==> config.mk <==
export PLATFORM = sky130hd
export DESIGN_NAME = noc_output_arbiter_flat
export DESIGN_NICKNAME = d
export VERILOG_FILES = /design/src/rtl/noc_output_arbiter_if.sv /design/src/rtl/noc_output_arbiter.sv /design/src/flat_wrapper.sv
export SDC_FILE = /design/constraint.sdc
export NUM_CORES = 1
export LEC_CHECK = 0
export CORE_MARGIN = 1
export CORE_UTILIZATION = 45
export CTS_CLUSTER_SIZE = 40
export DETAILED_ROUTE_END_ITERATION = 7
export PLACE_DENSITY = 0.78
export SYNTH_ARGS = -nofsm -noshare
export SYNTH_HDL_FRONTEND = slang
export SYNTH_SLANG_ARGS = --single-unit
==> constraint.sdc <==
create_clock -name clk -period 9.8 [get_ports clk]
set_clock_uncertainty 0.05 [all_clocks]
set_input_delay 1.96 -clock clk [delete_from_list [all_inputs] [get_ports clk]]
set_output_delay 1.96 -clock clk [all_outputs]
set_load 0.005 [all_outputs]
==> src/rtl/noc_output_arbiter_if.sv <==
// Handshake bundle between the requesting input ports and one router output arbiter.
// master: the requesters and the downstream flit interface. slave: the arbiter.
interface noc_output_arbiter_if #(
    parameter int REQUESTS = 5
) ();
    localparam int INDEX_WIDTH = (REQUESTS > 1) ? $clog2(REQUESTS) : 1;

    logic [REQUESTS-1:0]    i_request;
    logic [REQUESTS-1:0]    i_valid;
    logic [REQUESTS-1:0]    i_tail;
    logic                   i_ready;
    logic [REQUESTS-1:0]    o_grant;
    logic [INDEX_WIDTH-1:0] o_select;
    logic                   o_valid;
    logic [REQUESTS-1:0]    o_ready;
    logic                   o_busy;

    modport master (
        output i_request, i_valid, i_tail, i_ready,
        input  o_grant, o_select, o_valid, o_ready, o_busy
    );

    modport slave (
        input  i_request, i_valid, i_tail, i_ready,
        output o_grant, o_select, o_valid, o_ready, o_busy
    );
endinterface

==> src/rtl/noc_output_arbiter.sv <==
// Packet-granular round-robin arbiter for one router output port. A granted
// requester owns the output until its tail flit transfers; the next owner is
// chosen in the same cycle so packets can go back-to-back.
module noc_output_arbiter #(
    parameter int REQUESTS = 5
) (
    input  logic                 clk,
    input  logic                 rst_n,
    noc_output_arbiter_if.slave  bus
);
    localparam int INDEX_WIDTH = (REQUESTS > 1) ? $clog2(REQUESTS) : 1;

    typedef enum logic [0:0] {
        StIdle,
        StBusy
    } state_e;

    state_e                 state_q, state_d;
    logic [REQUESTS-1:0]    grant_q, grant_d;
    logic [INDEX_WIDTH-1:0] select_q, select_d;
    logic [INDEX_WIDTH-1:0] ptr_q, ptr_d;

    logic                   win_found;
    logic [INDEX_WIDTH-1:0] win_idx;
    logic [REQUESTS-1:0]    win_onehot;
    logic [INDEX_WIDTH-1:0] win_next_ptr;
    logic [INDEX_WIDTH-1:0] cand;
    logic                   tail_xfer;

    // Tail of the owner's packet leaves this cycle; grant_q is zero when idle.
    always_comb begin
        tail_xfer = (|(grant_q & bus.i_valid & bus.i_tail)) & bus.i_ready;
    end

    // Round-robin search upward from ptr_q with wrap. Since ptr_q sits one past
    // the current owner, the owner's own request naturally ranks last.
    always_comb begin
        win_found  = 1'b0;
        win_idx    = '0;
        win_onehot = '0;
        cand       = '0;
        for (int i = 0; i < REQUESTS; i++) begin
            cand = INDEX_WIDTH'((int'(ptr_q) + i) % REQUESTS);
            if (!win_found && bus.i_request[cand]) begin
                win_found        = 1'b1;
                win_idx          = cand;
                win_onehot[cand] = 1'b1;
            end
        end
        win_next_ptr = (win_idx == INDEX_WIDTH'(REQUESTS - 1)) ? '0
                                                                : win_idx + INDEX_WIDTH'(1);
    end

    // Next-state logic: arbitrate from idle, or re-arbitrate on a tail transfer.
    always_comb begin
        state_d  = state_q;
        grant_d  = grant_q;
        select_d = select_q;
        ptr_d    = ptr_q;
        unique case (state_q)
            StIdle: begin
                if (win_found) begin
                    state_d  = StBusy;
                    grant_d  = win_onehot;
                    select_d = win_idx;
                    ptr_d    = win_next_ptr;
                end
            end
            StBusy: begin
                if (tail_xfer) begin
                    if (win_found) begin
                        grant_d  = win_onehot;
                        select_d = win_idx;
                        ptr_d    = win_next_ptr;
                    end else begin
                        state_d  = StIdle;
                        grant_d  = '0;
                        select_d = '0;
                    end
                end
            end
            default: begin
                state_d  = StIdle;
                grant_d  = '0;
                select_d = '0;
            end
        endcase
    end

    // State registers with synchronous active-low reset; reset drops any grant.
    always_ff @(posedge clk) begin
        if (!rst_n) begin
            state_q  <= StIdle;
            grant_q  <= '0;
            select_q <= '0;
            ptr_q    <= '0;
        end else begin
            state_q  <= state_d;
            grant_q  <= grant_d;
            select_q <= select_d;
            ptr_q    <= ptr_d;
        end
    end

    // Output handshake is combinational from the registered grant.
    always_comb begin
        bus.o_grant  = grant_q;
        bus.o_select = select_q;
        bus.o_busy   = (state_q == StBusy);
        bus.o_valid  = |(grant_q & bus.i_valid);
        bus.o_ready  = grant_q & {REQUESTS{bus.i_ready}};
    end
endmodule

==> src/flat_wrapper.sv <==
// flat-port wrapper written by rule: the top's interface ports become plain ports
module noc_output_arbiter_flat 
#(
    parameter int REQUESTS = 5
)
  (clk, rst_n, bus_i_request, bus_i_valid, bus_i_tail, bus_i_ready, bus_o_grant, bus_o_select, bus_o_valid, bus_o_ready, bus_o_busy);
  noc_output_arbiter_if #(.REQUESTS(REQUESTS)) bus_i ();
  input  logic clk;
  input  logic rst_n;
  input wire logic [$bits(bus_i.i_request)-1:0] bus_i_request;
  input wire logic [$bits(bus_i.i_valid)-1:0] bus_i_valid;
  input wire logic [$bits(bus_i.i_tail)-1:0] bus_i_tail;
  input wire logic [$bits(bus_i.i_ready)-1:0] bus_i_ready;
  output wire logic [$bits(bus_i.o_grant)-1:0] bus_o_grant;
  output wire logic [$bits(bus_i.o_select)-1:0] bus_o_select;
  output wire logic [$bits(bus_i.o_valid)-1:0] bus_o_valid;
  output wire logic [$bits(bus_i.o_ready)-1:0] bus_o_ready;
  output wire logic [$bits(bus_i.o_busy)-1:0] bus_o_busy;
  assign bus_i.i_request = bus_i_request;
  assign bus_i.i_valid = bus_i_valid;
  assign bus_i.i_tail = bus_i_tail;
  assign bus_i.i_ready = bus_i_ready;
  assign bus_o_grant = bus_i.o_grant;
  assign bus_o_select = bus_i.o_select;
  assign bus_o_valid = bus_i.o_valid;
  assign bus_o_ready = bus_i.o_ready;
  assign bus_o_busy = bus_i.o_busy;
  noc_output_arbiter #(.REQUESTS(REQUESTS)) u_core (.clk(clk), .rst_n(rst_n), .bus(bus_i));
endmodule
==> results of run 1 <==
==> per-layer routing <==
layer | up-vias | track usage | part of all wire
met5 | - | 0 | 0
met4 | 0 | 0.105 | 0.028
met3 | 17 | 0.0225 | 0.053
met2 | 84 | 0.373 | 0.46
met1 | 1082 | 0.309 | 0.45
li1 | 1162 | - | -
==> stage by stage <==
| step | cell area, sq um | setup WS, ns |
|---|---|---|
| after floorplan | 2190 | 4.76 |
| after global placement | 2520 | 4.28 |
| after global routing | 2570 | 3.40 |
| final | 2570 | 3.90 |
| after CTS | 2570 | 3.97 |
| after detailed placement | 2520 | 3.99 |
==> worst paths after layout <==
check	startpoint	end	slack, ns	cells past startpoint
setup reg to reg	u_core.ptr_q[0]	u_core.ptr_q[0]	3.90	19
hold / removal	u_core.bus.o_select[2]	u_core.bus.o_select[2]	0.42	2
setup / recovery	u_core.ptr_q[0]	u_core.ptr_q[0]	3.90	19
hold reg to reg	u_core.bus.o_select[2]	u_core.bus.o_select[2]	0.42	2
==> final cells by class <==
cell class                 count  share of cell area
multi-input combinational    250               0.709
inverter                      17              0.0248
tap                           54              0.0263
timing repair buffer          32               0.125
clock buffer                   4              0.0214
sequential                    12              0.0934
==> power groups by stage <==
stage | registers [mW] | logic (mW) | clock network [mW]
3_5_place_dp | 0.0995 | 0.849 | 0
4_1_cts | 0.0984 | 0.853 | 0.0552
6_report | 0.0984 | 0.868 | 0.0534
3_3_place_gp | 0.0986 | 0.834 | 0
2_1_floorplan | 0.0843 | 0.676 | 0
5_1_grt | 0.102 | 0.952 | 0.0571
==> sequential cells by signal, summed over array words and instances, names as in the netlist <==
name	flops
u_core.bus.o_grant	5
u_core.bus.o_select	3
u_core.ptr_q	3
u_core.bus.o_busy	1
==> cells by family (layout without fill, tap and decap cells) <==
family / after synthesis / count (layout) / share of synthesized area
XOR/XNOR: 11 / 11 / 0.0474
AND/OR/NAND/NOR: 106 / 106 / 0.260
buffers and inverters: 29 / 53 / 0.0577
AO/OA/AOI/OAI: 103 / 103 / 0.364
flip-flops: 12 / 12 / 0.110
multiplexers: 9 / 9 / 0.0417
adder cells (fa/ha/maj): 21 / 21 / 0.120
==> cell usage in the layout (no fill, tap or decap), drive strengths merged, types with 10 or more instances in the layout <==
master and instances:
a21oi 14, dfxtp 12, nand3 11, and2 12, ha 21, xnor2 10
nor2 15, inv 17, o21ai 16, nand2 27, clkdlybuf4s50 32
==> critical path, cell delays in order (launching register included) <==
cell	delay (ns)
dfxtp_1	0.87
inv_1	0.36
ha_1	0.65
inv_1	0.23
ha_1	0.25
or3_1	0.38
nand2_1	0.11
xnor2_1	0.18
ha_1	0.27
nor2b_1	0.18
a2bb2oi_2	0.20
xnor2_1	0.25
mux2i_1	0.35
o22ai_1	0.19
nor4_1	0.50
or3_4	0.25
inv_1	0.05
ha_1	0.18
and2_1	0.14
o32ai_2	0.18
==> impl_metrics.toml, run 1 <==
[outcome]
status = "finished, final reports clean"

[finish]
seq_area_sq_um = 240
synthToLayoutAreaGrowth_pct = 17.4
multi_input_area_sq_um = 1820
drive_above_1_share = 0.0667
antenna_cells = 0
fillCellCount = 448
nets = 355
final_cells = 369
final_util = 0.548

[timing]
tightestPinTransition_ns = 0.852
fin_crit_sh = 0.602
hold_violations = 0
slew_viol_final = 0
max_freq_ghz = 0.170
fin_crit_ns = 5.90
slew_headroom = 0.432
timing.hold.ws_ns = 0.416
setup_violations = 0
rsz0062_at_grt = "no"
tns_ns = 0

[clock_tree]
ctsResizeCount = 0
cts_inserted_buffers = 3
htree_levels = 1
root_buffer = "clkbuf_8"
cts_buffer_depth = 2
path_clk_slew_ns = 0.05
clock_latency_ns = 0.24
post_cts_buffers = 0
cts_tree = "done"
cts_sinks = 12
holdBufCountCts = 0

[logic_synthesis]
synth_ff_type = "dfxtp_1"
async_reset_ff_frac = 0
synth_edf_count = 0
synth_common_cells = "27 x nand2_1, 21 x ha_1, 17 x inv_1, 15 x nor2_1, 14 x a21oi_1"
yosys_warnings = 0
syn_inst = 291
ys_ff_latch = 12
yosysTopAreaCell = "ha_1"
synth.most_common_cell = "nand2_1"
syn-cell-area_sq_um = 2190
synth_area_leaders = "ha_1 12%, dfxtp_1 11%, nand2_1 4.6%"
syn-mean-instance-area_sq_um = 7.53
netlist.area_leader.share = 0.120
ys_types = 71
seq_area_frac_synth = 0.110
synth_fp_nets = 330

[power_and_ir_drop]
internal_power_mw = 0.464
power_mw = 1.02
p_per_area_nw_per_um2 = 397
p_leak_nw = 1.03
pwr-share-seq = 0.096
swShare = 0.545
combPwrFrac = 0.851
p_sw_mw = 0.556
max-vdd-ir-drop_mv = 0.201
p_clk_frac = 0.052

[floorplan]
die_x_microns = 71.8
fp-row-count = 25
dieArea_sq_um = 5150
core_area_sq_um = 4690
die_h_microns = 71.8
start_util = 0.467
ioPinCount = 33

[grt]
grt_overflow_total = 0
antenna_found_initial = 0
grt_pass1_vias = 2091
grt_max_degree = 23
grtUsageTotal = 0.230
grt_first_pass_wirelength_mm = 9.58

[drt]
postRouteAntennaNets = 0
vias = 2345
drtIter0Drc = 220
firstDrtPassIters = 4
drc = 0
wl_mm = 5.99
routedWlPerCell_microns = 16.2
viasPerCell = 6.36

[setup_path]
path_max_fanout = 22
worstPathArrival_ns = 6.00
endpoint_kind = "register"
cp.required_ns = 9.90
critPathKind = "reg -> reg"
worstSetupStartpointType = "register"

[run]
drv_cap = 0

[placed_design]
dp_hpwl_mm = 4.66
post-place-cells = 365
io_buffer_count = 32
globalplace.congestion = 0.974

[min_path]
min_path_type = "reg -> reg"
Power figures use the tool's default switching activity.
==> run 2: changes to the inputs <==
==> constraint.sdc (replaced) <==
create_clock -name clk -period 5.55 [get_ports clk]
set_clock_uncertainty 0.05 [all_clocks]
set_input_delay 1.11 -clock clk [delete_from_list [all_inputs] [get_ports clk]]
set_output_delay 1.11 -clock clk [all_outputs]
set_load 0.005 [all_outputs]
==> impl_metrics.toml, run 2 (synthesized netlist as in run 1, its figures left out) <==
[outcome]
status = "finished, final reports clean"

[drt]
drc = 0
wl_mm = 6.09
vias = 2420
routedWlPerCell_microns = 16.2
drtIter0Drc = 260
firstDrtPassIters = 5
viasPerCell = 6.45
postRouteAntennaNets = 0

[timing]
slew_viol_final = 0
fin_crit_sh = 0.927
rsz0062_at_grt = "no"
fin_crit_ns = 5.14
hold_violations = 0
slew_headroom = 0.579
timing.hold.ws_ns = 0.422
tightestPinTransition_ns = 0.625
max_freq_ghz = 0.194
setup_violations = 0
tns_ns = 0
layout_setup_ws_ns = 0.408

[setup_path]
r2r.worst_path.cells = 22
r2r_start = "u_core.ptr_q[1]"
critPathKind = "reg -> reg"
path_max_fanout = 8
rr_endpoint = "u_core.ptr_q[2]"
setup.worst_path.start = "u_core.ptr_q[1]"
worstSetupStartpointType = "register"
endpoint_kind = "register"
worstPathArrival_ns = 5.21
cp.required_ns = 5.62
endpoint = "u_core.ptr_q[2]"
r2r_slack_ns = 0.41

[finish]
drive_above_1_share = 0.0872
seq_area_sq_um = 240
nets = 361
synthToLayoutAreaGrowth_pct = 19.7
largest_reg_flops = 5
fillCellCount = 452
final_common_cell = "clkdlybuf4s50_1"
antenna_cells = 0
multi_input_area_sq_um = 1830
final_cell_mix = "32 x clkdlybuf4s50_1, 27 x nand2_1, 21 x ha_1, 17 x inv_1, 15 x nor2_1"

[grt]
grt_overflow_total = 0
grtUsageTotal = 0.237
antenna_found_initial = 0
grt_first_pass_wirelength_mm = 9.91
grt_max_degree = 22
grt_pass1_vias = 2137

[power_and_ir_drop]
p_per_area_nw_per_um2 = 697
p_leak_nw = 1.06
max-vdd-ir-drop_mv = 0.367

[clock_tree]
cts_sinks = 12
holdBufCountCts = 0
cts_buffer_depth = 2
root_buffer = "clkbuf_8"
clock_latency_ns = 0.24
htree_levels = 1
cts_inserted_buffers = 3
cts_tree = "done"
ctsResizeCount = 0
post_cts_buffers = 0
path_clk_slew_ns = 0.05

[placed_design]
dp_hpwl_mm = 4.67
place_ws_ns = 0.479
globalplace.congestion = 0.927
io_buffer_count = 32

[floorplan]
start_util = 0.467
core_area_sq_um = 4690
die_h_microns = 71.8
ioPinCount = 33
die_x_microns = 71.8
fp-row-count = 25
dieArea_sq_um = 5150

[min_path]
hp-start = "u_core.bus.o_select[2]"
min_path_type = "reg -> reg"

[run]
drv_cap = 0
[run 2: worst min path at each step]
stage                                   endpoint  cells past startpoint
after floorplan           u_core.bus.o_select[2]                      2
after global placement    u_core.bus.o_select[2]                      2
after detailed placement  u_core.bus.o_select[1]                      1
after CTS                 u_core.bus.o_select[1]                      1
after global routing      u_core.bus.o_select[2]                      2
final                     u_core.bus.o_select[2]                      2
[run 2: per-layer routing]
metal | share of wire | vias up | track usage
met1 | 0.45 | 1138 | 0.329
met4 | 0.017 | 0 | 0.0675
li1 | - | 1176 | -
met5 | 0 | - | 0
met3 | 0.061 | 11 | 0.0127
met2 | 0.47 | 95 | 0.395
[run 2: per-stage QoR]
step                       util  power, mW  cells  instance area, sq um
after global placement    0.546       1.66    371                  2560
after CTS                 0.558       1.79    375                  2620
after detailed placement  0.546       1.69    371                  2560
final                     0.559       1.83    375                  2620
after floorplan               -       1.34    291                  2190
after global routing      0.559       1.99    375                  2620
[run 2: layout make-up]
cell class	count	area share
multi-input combinational	250	0.698
timing repair buffer	38	0.139
sequential	12	0.0916
tap	54	0.0258
inverter	17	0.0243
clock buffer	4	0.0210
[run 2: critical path: stages, from the launching register on]
cell and delay, ns:
dfxtp_1 0.30, inv_1 0.24, ha_1 0.36, inv_1 0.07, ha_1 0.37, inv_1 0.11
ha_1 0.21, or3_1 0.38, nand2_1 0.10, xnor2_1 0.19, ha_1 0.29, nor2b_1 0.21
a2bb2oi_2 0.20, xnor2_1 0.23, mux2_2 0.40, o22ai_1 0.27, nor4_2 0.12, or3_4 0.43
inv_1 0.07, ha_1 0.14, nor2_1 0.05, mux2i_1 0.13, a21oi_1 0.08
[run 2: power breakdown]
part           switching (mW)  internal [mW]  total [mW]
clock network          0.0318         0.0626      0.0945
registers              0.0306          0.117       0.147
logic                   0.929          0.656        1.59
==> run 3: changes to the inputs <==
--- a/config.mk
+++ b/config.mk
@@ -9,6 +9,7 @@
 export CORE_UTILIZATION = 45
 export CTS_CLUSTER_SIZE = 40
 export DETAILED_ROUTE_END_ITERATION = 7
+export HOLD_SLACK_MARGIN = 0.08
 export PLACE_DENSITY = 0.78
 export SYNTH_ARGS = -nofsm -noshare
 export SYNTH_HDL_FRONTEND = slang
==> results of run 3 <==
Final layout, timing and power as in run 2 (identical DEF).
